### config.mk
export PLATFORM = sky130hd
export DESIGN_NAME = cycle_count_display
export DESIGN_NICKNAME = d
export VERILOG_FILES = /design/src/rtl/cycle_count_display_pkg.sv /design/src/rtl/cycle_count_display_seg7_decode.sv /design/src/rtl/cycle_count_display.sv
export SDC_FILE = /design/constraint.sdc
export NUM_CORES = 1
export LEC_CHECK = 0
export CAP_MARGIN = 30
export CORE_MARGIN = 2
export CORE_UTILIZATION = 37
export DETAILED_ROUTE_END_ITERATION = 7
export GPL_ROUTABILITY_DRIVEN = 0
export HOLD_SLACK_MARGIN = 0.1
export PLACE_DENSITY = 0.67
export SYNTH_ARGS = -nofsm -noshare
export SYNTH_HDL_FRONTEND = slang
export SYNTH_SLANG_ARGS = --single-unit
### constraint.sdc
create_clock -name clk -period 9.5 [get_ports clk]
set_input_delay 1.9 -clock clk [delete_from_list [all_inputs] [get_ports clk]]
set_output_delay 1.9 -clock clk [all_outputs]
set_load 0.05 [all_outputs]
### src/rtl/cycle_count_display_pkg.sv
// Shared types and constants for the cycle-count 7-segment display block.
package cycle_count_display_pkg;

    localparam int NUM_DIGITS = 8;

    // Conversion sequencer states.
    typedef enum logic [1:0] {
        IDLE    = 2'd0,
        SHIFT   = 2'd1,
        PUBLISH = 2'd2
    } state_t;

    // Active-low segment patterns, bit order {g,f,e,d,c,b,a}.
    localparam logic [6:0] SEG_BLANK = 7'h7F;
    localparam logic [6:0] SEG_DASH  = 7'h3F;

    localparam logic [6:0] SEG_0 = 7'h40;
    localparam logic [6:0] SEG_1 = 7'h79;
    localparam logic [6:0] SEG_2 = 7'h24;
    localparam logic [6:0] SEG_3 = 7'h30;
    localparam logic [6:0] SEG_4 = 7'h19;
    localparam logic [6:0] SEG_5 = 7'h12;
    localparam logic [6:0] SEG_6 = 7'h02;
    localparam logic [6:0] SEG_7 = 7'h78;
    localparam logic [6:0] SEG_8 = 7'h00;
    localparam logic [6:0] SEG_9 = 7'h10;

endpackage

### src/rtl/cycle_count_display_seg7_decode.sv
// Combinational BCD nibble to active-low 7-segment pattern.
module seg7_decode
    import cycle_count_display_pkg::*;
(
    input  logic [3:0] digit,
    output logic [6:0] seg_n
);

    // Decode one BCD digit; codes above 9 show blank.
    always_comb begin
        case (digit)
            4'd0:    seg_n = SEG_0;
            4'd1:    seg_n = SEG_1;
            4'd2:    seg_n = SEG_2;
            4'd3:    seg_n = SEG_3;
            4'd4:    seg_n = SEG_4;
            4'd5:    seg_n = SEG_5;
            4'd6:    seg_n = SEG_6;
            4'd7:    seg_n = SEG_7;
            4'd8:    seg_n = SEG_8;
            4'd9:    seg_n = SEG_9;
            default: seg_n = SEG_BLANK;
        endcase
    end

endmodule

### src/rtl/cycle_count_display.sv
// Converts a 32-bit cycle count to BCD with a sequential double-dabble
// (one bit per clock) and scans it onto an 8-digit 7-segment display.
module cycle_count_display
    import cycle_count_display_pkg::*;
#(
    parameter int REFRESH_BITS = 17,
    parameter int BLANK_LZ     = 1
) (
    input  logic        clk,
    input  logic        rst,
    input  logic [31:0] count_in,
    input  logic        load,
    output logic        busy,
    output logic        bcd_valid,
    output logic        overflow,
    output logic [6:0]  seg_n,
    output logic [7:0]  an_n,
    output logic        dp_n
);

    state_t             state;
    logic [5:0]         iter;
    logic [31:0]        bin_sr;
    logic [39:0]        scratch;
    logic [39:0]        scratch_adj;
    logic [31:0]        display_reg;
    logic [REFRESH_BITS-1:0] scan_cnt;

    logic [2:0]         digit_idx;
    logic [3:0]         sel_nibble;
    logic               upper_zero;
    logic [6:0]         dec_seg;
    logic [6:0]         next_seg;

    assign dp_n = 1'b1;

    // Double-dabble correction: add 3 to every BCD nibble that is 5 or more.
    always_comb begin
        // NOTE: every always_comb output gets a value on every path, so no latch is inferred.
        scratch_adj = scratch;
        for (int i = 0; i < 10; i++) begin
            if (scratch[4*i +: 4] >= 4'd5)
                scratch_adj[4*i +: 4] = scratch[4*i +: 4] + 4'd3;
        end
    end

    // Conversion sequencer: capture, 32 shift steps, then publish to the display.
    always_ff @(posedge clk or posedge rst) begin
        // NOTE: the datapath registers are reset as well, so a reset mid-conversion leaves nothing stale.
        if (rst) begin
            state       <= IDLE;
            iter        <= '0;
            bin_sr      <= '0;
            scratch     <= '0;
            display_reg <= '0;
            busy        <= 1'b0;
            bcd_valid   <= 1'b0;
            overflow    <= 1'b0;
        end else begin
            // NOTE: sequential state uses non-blocking assignments so every register sees pre-edge values.
            bcd_valid <= 1'b0;
            case (state)
                IDLE: begin
                    if (load) begin
                        bin_sr  <= count_in;
                        scratch <= '0;
                        iter    <= '0;
                        busy    <= 1'b1;
                        state   <= SHIFT;
                    end
                end
                SHIFT: begin
                    {scratch, bin_sr} <= {scratch_adj[38:0], bin_sr, 1'b0};
                    iter <= iter + 6'd1;
                    if (iter == 6'd31)
                        state <= PUBLISH;
                end
                PUBLISH: begin
                    display_reg <= scratch[31:0];
                    overflow    <= |scratch[39:32];
                    bcd_valid   <= 1'b1;
                    busy        <= 1'b0;
                    state       <= IDLE;
                end
                default: state <= IDLE;
            endcase
        end
    end

    // Select the digit currently being scanned and decide what it shows.
    assign digit_idx = scan_cnt[REFRESH_BITS-1 -: 3];

    always_comb begin
        sel_nibble = display_reg[{digit_idx, 2'b00} +: 4];
        upper_zero = ((display_reg >> {digit_idx, 2'b00}) == 32'd0);
    end

    seg7_decode u_decode (
        .digit (sel_nibble),
        .seg_n (dec_seg)
    );

    // Overflow dashes win over leading-zero blanking; digit 0 is never blanked.
    always_comb begin
        if (overflow)
            next_seg = SEG_DASH;
        else if ((BLANK_LZ != 0) && (digit_idx != 3'd0) && upper_zero)
            next_seg = SEG_BLANK;
        else
            next_seg = dec_seg;
    end

    // Free-running scan counter with registered anode and segment drives.
    always_ff @(posedge clk or posedge rst) begin
        if (rst) begin
            scan_cnt <= '0;
            an_n     <= 8'hFE;
            seg_n    <= SEG_0;
        end else begin
            scan_cnt <= scan_cnt + 1'b1;
            an_n     <= ~(8'd1 << digit_idx);
            seg_n    <= next_seg;
        end
    end

endmodule

=== Word-level counts from Yosys, hierarchy flattened ===
Memories as Yosys holds them, arrays and structs flattened.
Cells that the tools add are included.

* Bits in registers: 147
* ROM bits: 112
* Memories kept: 1

* Add/subtract/negate cells: 12
* Magnitude comparators: 10
* Equal/unequal tests: 5
* Shifts and indexed selects: 3
* Mux-type cells: 24
* Bitwise operators: 1
* Reductions and logical operators: 10

{| class="wikitable"
|+ Memories
! memory !! words !! width !! rd ports !! clocked after Yosys merged registers in !! wr ports !! line !! RTL
|-
| (name not given) || 16 || 7 || 1 || 0 || 0 || cycle_count_display_seg7_decode.sv:11 || <nowiki>case (digit)</nowiki>
|}

{| class="wikitable"
|+ Operator list
! cell !! count
|-
| case mux 40 bit (2 select lines) || 1
|-
| case mux 32 bit (2 select lines) || 1
|-
| >= comparator 4 x 3 -> 1 bit (second input constant) || 10
|-
| two-way mux 40 bit || 1
|-
| adder 4 x 2 -> 4 bit (second input constant) || 9
|-
| two-way mux 4 bit || 9
|-
| zero test 32 bit || 1
|-
| two-way mux 32 bit || 1
|-
| indexed part select 32 x 6 -> 4 bit || 1
|-
| >> shifter 32 x 5 -> 32 bit || 1
|-
| adder 17 x 1 -> 17 bit (second input constant) || 1
|-
| two-way mux 7 bit || 2
|-
| case mux 6 bit (2 select lines) || 1
|-
| NOT 8 bit || 1
|-
| OR reduction 8 bit || 1
|-
| left shift 1 x 3 -> 8 bit (first input constant) || 1
|-
| adder 6 x 1 -> 6 bit (second input constant) || 1
|-
| equality test 6 x 5 -> 1 bit (second input constant) || 1
|-
| two-way mux 6 bit || 1
|-
| AND reduction 2 bit || 3
|-
| two-way mux 2 bit || 2
|-
| != test 2 bit (second input constant) || 2
|-
| case mux 2 bit (2 select lines) || 1
|-
| nonzero test 2 bit || 2
|-
| other kinds (9) || 10
|}

=== Logic depth before layout (Yosys ltp) ===
Gate-level depths: netlist of the first run.

* Depth in word-level cells: 5
* Depth in mapped cells: 10

=== Hierarchy ===
Synthesis of the first run repeated with hierarchy kept, for this count alone.

* Cell total of the unflattened synthesis: 734
* Area, all modules: 7,365.8 µm²

{| class="wikitable"
|+ By module, submodules not included
! module !! times used !! cells an instance !! area an instance (µm²) !! sequential area each (µm²)
|-
| cycle_count_display || 1 || 703 || 7,165.6 || 3,688.5
|-
| seg7_decode || 1 || 31 || 200.2 || 0.0
|}

=== Worst setup path before layout of the first run ===
No wires, ideal clock.

* Path type: input to register
* Start point: input port load
* End point: register bin_sr[1]
* Setup time: 83 ps
* Data arrival time: 2,932 ps
* Data required time: 9,417 ps
* Setup slack: 6,486 ps
* Stages on the path: 6
* Buffers on the path: 3
* Path through: clkbuf_1 > o21ai_0 > clkbuf_1 > clkbuf_1 > nand2_1 > o21ai_0

* Word-level cells in the longest chain between the ends: 2

{| class="wikitable"
|+ RTL lines
! element !! line !! RTL
|-
| start, declared || cycle_count_display.sv:12 || <nowiki>input logic load,</nowiki>
|-
| != test 2 bit (no source line) || - ||
|-
| AND reduction 2 bit (no source line) || - ||
|-
| end signal, assigned || cycle_count_display.sv:65 || <nowiki>bin_sr <= count_in;</nowiki>
|-
| end signal, assigned || cycle_count_display.sv:73 || <nowiki>{scratch, bin_sr} <= {scratch_adj[38:0], bin_sr, 1'b0};</nowiki>
|-
| end, declared || cycle_count_display.sv:23 || <nowiki>logic [31:0] bin_sr;</nowiki>
|}

No other way between the ends.
A chain may end at the register's enable or synchronous reset.

=== Worst setup path in the final report of the first run ===
* Start point: register overflow
* End point: output port overflow

{| class="wikitable"
|+ RTL lines
! element !! line !! RTL
|-
| start, declared || cycle_count_display.sv:15 || <nowiki>output logic overflow,</nowiki>
|-
| start signal, assigned || cycle_count_display.sv:80 || <nowiki>overflow <= |scratch[39:32];</nowiki>
|}

No word-level cell between the ends.

==> results.ini, run 1 <==
[status]
status=finished, final reports clean

[placement]
placed_cell_area_mm2=0.00812
dpl.hpwl_um=9470
portBuffers=52

[logic_synthesis]
ys.flop_type=dfrtp_1
ys_types=55
synth-seq-area-share_pct=50.3
synth_area_leaders=dfrtp_1, o21ai_0, ha_1, nand2_1, dfstp_2
synth_top_cell_area_share_pct=47.4
synth_area_mm2=0.00734
async_flop_share_pct=100
syn_inst=709
syn_nets=773
synth_top_area_cell=dfrtp_1
synth-warning-count=0
synth_area_per_cell_um2=10.3
yosysMostFrequentCell=dfrtp_1
synth-edff-count=0
synth-seq-cells=147
yosys-top-cells-count=dfrtp_1, nand2_1, o21ai_0, a21oi_1, clkbuf_1

[grt]
antenna_found_initial=0
grt_max_degree=71
use_met3_pct=4.05
grt_first_pass_wirelength_um=25300
globalRouteMet1Util_pct=20.9
grtUsageTotal_pct=15.1
grt.overflow.total=0
grt_use_met2_pct=23.5
grt-busiest-layer=met2
grt_pass1_vias=5118

[critical_path]
critPathLaunchType=register
arrival_ns=1.73
critPathMaxStageDelay_ns=0.85
worstSetupPathType=reg2out
path_cells=clkdlybuf4s50_1
cp-end-kind=primary output
crit_buf_inv=1
critPathTopFamily=buffers and inverters
r2r_slack_ns=6.32
critPathRequiredTime_ns=7.60
cp_slowest_cell=clkdlybuf4s50_1
cp_max_fo=5

[clock_network]
clk_latency_ns=0.41
h-tree-depth=4
hold_buffers=0
clk_pin_slew_ns=0.06
cts_buffer_depth=2
cts_buffers=17
post-cts-setup-buffers=0
clock_sinks=147
cts_resized=0
cts_tree=done
cts-root-buf=clkbuf_16

[sta]
worst_slew_pin_slew_ns=0.961
fin_skew_ns=0.00735
slew_headroom_pct=34.1
final.setup.tns_ns=0
slew_violations=0
final_hold_viol_count=0
rsz0062_at_grt=false
max_freq_mhz=276
finalSetupViolCount=0
period_needed_ns=3.63
post-route-period-util_pct=38.2

[routing]
postRouteWirelength_um=14700
firstDrtPassIters=4
wl_per_cell_um=14.3
ant_nets=0
drtIter0Drc=338
vias=5262
vias_per_cell=5.13
drc=0

[die]
core_area_mm2=0.0195
ios=54
start_util_pct=37.7
rows=51
dieArea_mm2=0.0210
die_y_um=145
die_w_um=145

[finish]
utilization_pct=45.1
design_area_mm2=0.00877
nNetsFinal=812
largest_reg_flops=40
areaGrowthSynthToFinish_pct=19.5
drive_above_1_share_pct=11.7
nFillCells=1820
antenna_cells=0

[pwr]
powerDensity_mw_per_mm2=271
leakagePower_nw=3.83
vdd_drop_max_uv=143
power_mw=2.38

[flow_run]
maxCapViolations=0

[min_path]
hp-class=reg2reg

==> through the flow <==
stage	setup slack, ns	instances	hold slack (ns)
final	5.87	1026	0.470
after global routing	5.83	1026	0.481
after CTS	5.86	1026	0.468
after detailed placement	5.70	994	0.455
after global placement	5.58	993	0.454
after floorplan	3.66	709	0.434
==> worst paths after layout <==
check                             start      endpoint  cells past startpoint
max                            overflow      overflow                      1
min                        scan_cnt[12]  scan_cnt[12]                      1
max reg2reg                scan_cnt[15]      seg_n[6]                      9
min reg2reg                scan_cnt[12]  scan_cnt[12]                      1
max in group asynchronous           rst   scratch[36]                      4
min in group asynchronous           rst       iter[3]                      2
==> power breakdown <==
group / switching (mW) / internal (mW) / total [mW]
Combinational: 0.413 / 0.324 / 0.736
Clock: 0.252 / 0.475 / 0.727
Sequential: 0.126 / 0.788 / 0.914
Total: 0.791 / 1.59 / 2.38
==> layer usage <==
layer | part of all wire, % | vias up
met2 | 46 | 116
li1 | - | 2586
met1 | 48 | 2547
met4 | 1.0 | 0
met3 | 4.7 | 13
met5 | 0 | -
==> logic make-up (layout without fill, tap and decap cells) <==
| logic type | count (synthesis) | after routing | share of synthesized area [%] |
|---|---|---|---|
| compound gates | 197 | 197 | 16.4 |
| flops | 147 | 147 | 50.3 |
| mux | 35 | 35 | 7.18 |
| xor+xnor | 32 | 32 | 3.82 |
| other cells | 1 | 1 | 0.0511 |
| buf+inv | 72 | 124 | 4.09 |
| fa+ha+maj | 29 | 29 | 4.95 |
| simple gates | 196 | 196 | 13.2 |
==> final cells by class <==
class / instances / area (µm²) / share of cell area [%]
inverter: 29 / 114 / 1.30
clock buffer: 24 / 502 / 5.72
tap: 265 / 332 / 3.78
multi-input combinational: 490 / 3360 / 38.4
timing repair buffer: 63 / 623 / 7.11
sequential: 147 / 3690 / 42.1
clock inverter: 8 / 146 / 1.67
==> placed cells by master (no fill, tap or decap), drive strengths merged, types with 6 or more instances in the layout <==
master / netlist / layout
nand2b: 11 / 11
o21ai: 82 / 82
clkdlybuf4s50: 0 / 52
dfstp: 8 / 8
nor2: 27 / 27
xor2: 11 / 11
nor4: 8 / 8
mux2: 19 / 19
mux2i: 6 / 6
a31oi: 30 / 30
a21oi: 33 / 33
nand2: 82 / 82
o22ai: 15 / 15
a32o: 11 / 11
ha: 29 / 29
nor3b: 6 / 6
inv: 28 / 29
buf: 10 / 11
mux4: 10 / 10
and2: 31 / 31
xnor2: 21 / 21
clkbuf: 33 / 24
o31ai: 11 / 11
dfrtp: 139 / 139
nand3: 9 / 9
Note: power is estimated with default switching activity, not from simulation.
==> inputs of run 2 (changes only) <==
--- a/config.mk
+++ b/config.mk
@@ -11,7 +11,7 @@
 export DETAILED_ROUTE_END_ITERATION = 7
 export GPL_ROUTABILITY_DRIVEN = 0
 export HOLD_SLACK_MARGIN = 0.1
-export PLACE_DENSITY = 0.67
+export PLACE_DENSITY = 0.69
 export SYNTH_ARGS = -nofsm -noshare
 export SYNTH_HDL_FRONTEND = slang
 export SYNTH_SLANG_ARGS = --single-unit
==> constraint.sdc (replaced) <==
create_clock -name clk -period 2.9 [get_ports clk]
set_input_delay 0.58 -clock clk [delete_from_list [all_inputs] [get_ports clk]]
set_output_delay 0.58 -clock clk [all_outputs]
set_load 0.05 [all_outputs]
==> run 2 against run 1 <==
  * Cell area up 0.76%
  * Worst setup slack got worse by 5.6 ns
  * Clock power grew to 3.2 times the previous value
  * Register-to-register slack worse by 6.1 ns
  * Combinational power grew to 3.3 times the previous value
  * Critical path depth rose by 7
  * First-iteration DRC count is 5.6% lower
  * Cell count increased by 0.97%
  * Total power rose to 3.3 times the previous value
  * Flip-flop and latch count is the same
  * Sequential share of layout area is 0.30 points lower
  * Critical path type is now reg2reg
  * Largest power group unchanged
  * Highest routed layer unchanged
==> results.ini, run 2 (synthesized netlist as in run 1, its figures left out) <==
[critical_path]
critPathRequiredTime_ns=3.25
r2r_cells=8
arrival_ns=3.00
worstSetupPathType=reg2reg
rr_startpoint=scan_cnt[15]
setup.worst_path.start=scan_cnt[15]
r2r_slack_ns=0.25
cp_max_fo=11
critPathLaunchType=register
r2r-end=seg_n[6]
cp-end-kind=register

[die]
core_area_mm2=0.0195
rows=51
start_util_pct=37.7
die_w_um=145
die_y_um=145
dieArea_mm2=0.0210
ios=54

[routing]
dr_wl_met3_um=683
drc=0
ant_nets=0
vias_per_cell=5.20
firstDrtPassIters=4
vias=5385
met2WireLength_um=6660
met1Wirelength_um=7330
wl_per_cell_um=14.4
drtIter0Drc=319
top_layer=met4
postRouteWirelength_um=14900

[sta]
rsz0062_at_grt=false
period_needed_ns=2.65
fin_skew_ns=0.00739
post-route-period-util_pct=91.4
slew_headroom_pct=52.6
slew_violations=0
worst_slew_pin_slew_ns=0.709
finalSetupViolCount=0
final_hold_viol_count=0
max_freq_mhz=377
final.setup.tns_ns=0

[pwr]
power_mw=7.76
vdd_drop_max_uv=494
powerDensity_mw_per_mm2=878
leakagePower_nw=3.86

[placement]
dpl.hpwl_um=9880
portBuffers=52

[min_path]
hold_depth=1
hp-class=reg2reg
min_to=scan_cnt[12]
hold_start=scan_cnt[12]

[clock_network]
cts_tree=done
clock_sinks=147
cts_buffer_depth=2
cts_buffers=17
cts-root-buf=clkbuf_16
clk_latency_ns=0.43
hold_buffers=0
h-tree-depth=4
clk_pin_slew_ns=0.06

[finish]
mostFrequentLayoutCell=dfrtp_1
utilization_pct=45.4
drive_above_1_share_pct=13.0
final_cell_mix=dfrtp_1, nand2_1, o21ai_0, clkdlybuf4s50_1, a21oi_1
antenna_cells=0
areaGrowthSynthToFinish_pct=20.4
nNetsFinal=822
largest_reg_flops=40
nFillCells=1830

[status]
status=finished, final reports clean

[grt]
antenna_found_initial=0
grt_max_degree=52
grtUsageTotal_pct=15.4
grt_pass1_vias=5317
grt_first_pass_wirelength_um=25800
grt.overflow.total=0

[flow_run]
maxCapViolations=0

## run 2: cell type report
type	count	area, µm²	area share, %
Clock buffer	19	443	5.01
Timing Repair Buffer	73	716	8.10
Multi-Input combinational cell	490	3360	38.0
Clock inverter	13	181	2.05
Inverter	29	113	1.27
Sequential cell	147	3690	41.8
Tap cell	265	332	3.75
## run 2: where the power goes
part | internal [mW] | leakage (nW) | total (mW) | switching (mW)
clock | 1.46 | 0.304 | 2.33 | 0.864
combinational | 1.07 | 1.64 | 2.43 | 1.36
sequential | 2.58 | 1.92 | 3.00 | 0.422
## run 2: critical path, stage by stage, from the launching register on
cell      delay (ns)
dfrtp_2         0.50
mux4_2          0.56
mux2i_4         0.26
ha_1            0.23
o21ai_0         0.09
a211oi_1        0.39
nor2b_2         0.29
o21ai_1         0.12
a21oi_1         0.14
## run 2: metrics by stage
step	instance area, µm²	setup WS, ns	cells	hold slack (ns)
6_report	8840	0.251	1036	0.463
5_1_grt	8840	0.122	1036	0.484
4_1_cts	8830	0.158	1036	0.467
3_5_place_dp	8210	0.189	1004	0.450
3_3_place_gp	8210	0.251	1004	0.451
2_1_floorplan	7340	0.360	709	0.434
## run 2: worst max-delay path by stage
stage / depth (start not counted) / to / slack [ns]
final: 8 / seg_n[6] / 0.25
after global routing: 8 / seg_n[6] / 0.12
after CTS: 8 / seg_n[6] / 0.16
after detailed placement: 8 / seg_n[6] / 0.19
after global placement: 8 / seg_n[6] / 0.25
after floorplan: 10 / seg_n[6] / 0.36
## run 2: layer usage
layer / GRT usage [%] / vias to the layer above
met2: 23.2 / 127
met4: 5.01 / 0
li1: - / 2618
met1: 21.6 / 2622
met3: 4.05 / 18
met5: 0 / -
## run 2: what timing repair did
item	4_1_cts	5_1_grt
endpoints found under the setup margin	0	1
resized for setup	0	1
buffers inserted	0	0
==> inputs of run 3 (changes only) <==
--- a/config.mk
+++ b/config.mk
@@ -14,4 +14,5 @@
 export PLACE_DENSITY = 0.69
 export SYNTH_ARGS = -nofsm -noshare
 export SYNTH_HDL_FRONTEND = slang
+export SYNTH_HIERARCHICAL = 1
 export SYNTH_SLANG_ARGS = --single-unit
==> run 3 against run 2 <==
  * Synthesized cell count grew 3.5%
  * Area after synthesis increased by 0.39%
  * Wire length rose by 2.6%
  * Clock power fell by 8%
  * Register-to-register slack improved by 0.07 ns
  * Hold slack better by 0.0054 ns
  * Cell count rose by 2.5%
  * Fmax up 2.7%
  * Core utilization shrank 0.059 points
  * First-iteration DRC count grew 77%
  * Die area increased by 0.38%
  * Highest routed layer unchanged
==> results.ini, run 3 <==
[critical_path]
cp_slowest_cell=dfrtp_1
critPathTopFamily=simple AND/OR/NAND/NOR gates
crit_buf_inv=1
cp-end-kind=register
critPathRequiredTime_ns=3.20
critPathMaxStageDelay_ns=0.68
worstSetupPathType=reg2reg
cp_max_fo=17
critPathLaunchType=register
path_cells=buf_4, mux4_2, nand2_1, nand2_1, or2_1, a21oi_1, nor2_1, nor2_1, o21ai_1
arrival_ns=2.88

[finish]
nNetsFinal=848
regArea_mm2=0.00369
mostFrequentLayoutCell=dfrtp_1
final_cell_mix=dfrtp_1, nand2_1, nor2_1, clkdlybuf4s50_1, a21oi_1
multi_input_area_mm2=0.00341
largest_reg_flops=40
utilization_pct=45.3
drive_above_1_share_pct=13.7
nFillCells=1835
antenna_cells=0
areaGrowthSynthToFinish_pct=20.2

[sta]
slew_headroom_pct=50.2
finalSetupViolCount=0
worst_slew_pin_slew_ns=0.745
fin_skew_ns=0.00739
rsz0062_at_grt=false
final.setup.tns_ns=0
max_freq_mhz=388
final_hold_viol_count=0
post-route-period-util_pct=89.0
slew_violations=0
period_needed_ns=2.58

[die]
core_area_mm2=0.0195
die_w_um=145
start_util_pct=37.7
ios=54
rows=51
die_y_um=145
dieArea_mm2=0.0211

[routing]
postRouteWirelength_um=15300
wl_per_cell_um=14.4
drtIter0Drc=565
vias_per_cell=5.26
firstDrtPassIters=5
drc=0
vias=5583
ant_nets=0

[pwr]
powerDensity_mw_per_mm2=908
internal-power_mw=5.10
combPwrFrac_pct=34.0
p_sw_mw=2.94
power_frac_clock_pct=26.6
seq_power_share_pct=39.3
vdd_drop_max_uv=456
leakagePower_nw=3.92
netSwitchingFraction_pct=36.6

[placement]
portBuffers=52
dpl.hpwl_um=10300

[clock_network]
cts-root-buf=clkbuf_16
h-tree-depth=4
clk_pin_slew_ns=0.06
cts_buffers=17
cts_resized=0
clk_latency_ns=0.42
clock_sinks=147
cts_tree=done
hold_buffers=0
cts_buffer_depth=2
post-cts-setup-buffers=0

[logic_synthesis]
synth_area_per_cell_um2=10.0
yosysMostFrequentCell=dfrtp_1
synth-seq-cells=147
synth_top_area_cell=dfrtp_1
async_flop_share_pct=100
syn_nets=798
ys.flop_type=dfrtp_1
yosys-top-cells-count=dfrtp_1, nand2_1, nor2_1, a21oi_1, o21ai_0
synth-edff-count=0
synth_top_cell_area_share_pct=47.2
synth-seq-area-share_pct=50.1
synth_area_leaders=dfrtp_1, nand2_1, ha_1, mux2_2, nor2_1
ys_types=55
synth-warning-count=6
syn_inst=734
synth_area_mm2=0.00737

[flow_run]
maxCapViolations=0

[grt]
grtUsageTotal_pct=15.2
grt_max_degree=67
antenna_found_initial=0
grt.overflow.total=0
grt_first_pass_wirelength_um=26300
grt_pass1_vias=5309

[min_path]
hp-class=reg2reg

[status]
status=finished, final reports clean

-- run 3: cell count changes after synthesis, moves of 6 or more --
cell      previous run  this run
clkbuf_1            33        27
and2_1              31         0
o21ai_0             77        35
nand2_1             81       109
a21oi_1             33        41
nor2_1              27        71
mux2_2              18        32
-- run 3: layout make-up --
cell class	count	share of cell area [%]
Inverter	31	1.36
Timing Repair Buffer	69	8.17
Clock buffer	19	5.12
Clock inverter	13	1.41
Sequential cell	147	41.7
Multi-Input combinational cell	518	38.5
Tap cell	265	3.75
-- run 3: kinds of logic (layout without fill, tap and decap cells) --
group                    Yosys count  count (layout)  share of synthesized area (%)
AND/OR/NAND/NOR                  248             248                           15.3
AO/OA/AOI/OAI                    171             171                           14.7
flip-flops                       147             147                           50.1
buffers and inverters             69             132                           3.92
multiplexers                      40              40                           7.54
adder cells (fa/ha/maj)           29              29                           4.93
XOR/XNOR                          29              29                           3.45
other                              1               1                         0.0509
-- run 3: worst paths after layout --
path	from	end	slack, ns	cells after the start
max reg2reg	scan_cnt[14]	seg_n[3]	0.32	9
max in group asynchronous	rst	scratch[2]	1.56	3
min reg2reg	scan_cnt[12]	scan_cnt[12]	0.47	1
max	scan_cnt[14]	seg_n[3]	0.32	9
min in group asynchronous	rst	bcd_valid	0.63	2
min	scan_cnt[12]	scan_cnt[12]	0.47	1
-- run 3: power groups by stage --
| stage | Clock [mW] | Combinational [mW] | Sequential, mW |
|---|---|---|---|
| global route | 2.28 | 3.12 | 3.25 |
| floorplan | 0 | 2.01 | 3.18 |
| detailed placement | 0 | 2.74 | 3.19 |
| finish | 2.14 | 2.74 | 3.16 |
| global placement | 0 | 2.66 | 3.18 |
| CTS | 2.19 | 2.76 | 3.15 |
-- run 3: metal layers --
| layer | part of all wire, % | vias to the layer above | track usage [%] |
|---|---|---|---|
| met2 | 48 | 126 | 24.9 |
| met3 | 3.9 | 22 | 2.70 |
| met5 | 0 | - | 0 |
| met4 | 1.8 | 0 | 5.74 |
| met1 | 46 | 2749 | 20.1 |
| li1 | - | 2686 | - |
-- run 3: worst reg2reg max path, stage by stage (launching register included) --
cell and delay (ns):
dfrtp_1 0.68, buf_4 0.27, mux4_2 0.50, nand2_1 0.11
nand2_1 0.22, or2_1 0.31, a21oi_1 0.15, nor2_1 0.05
nor2_1 0.09, o21ai_1 0.07
-- run 3: per-stage QoR --
stage | total power, mW | worst slack [ns] | hold WS, ns | std cells | instance area [µm²]
after floorplan | 5.19 | 0.480 | 0.438 | 734 | 7370
after global placement | 5.84 | 0.391 | 0.460 | 1030 | 8280
after detailed placement | 5.93 | 0.329 | 0.461 | 1030 | 8280
after CTS | 8.11 | 0.337 | 0.474 | 1062 | 8850
after global routing | 8.65 | 0.0852 | 0.478 | 1062 | 8850
final | 8.04 | 0.319 | 0.468 | 1062 | 8850
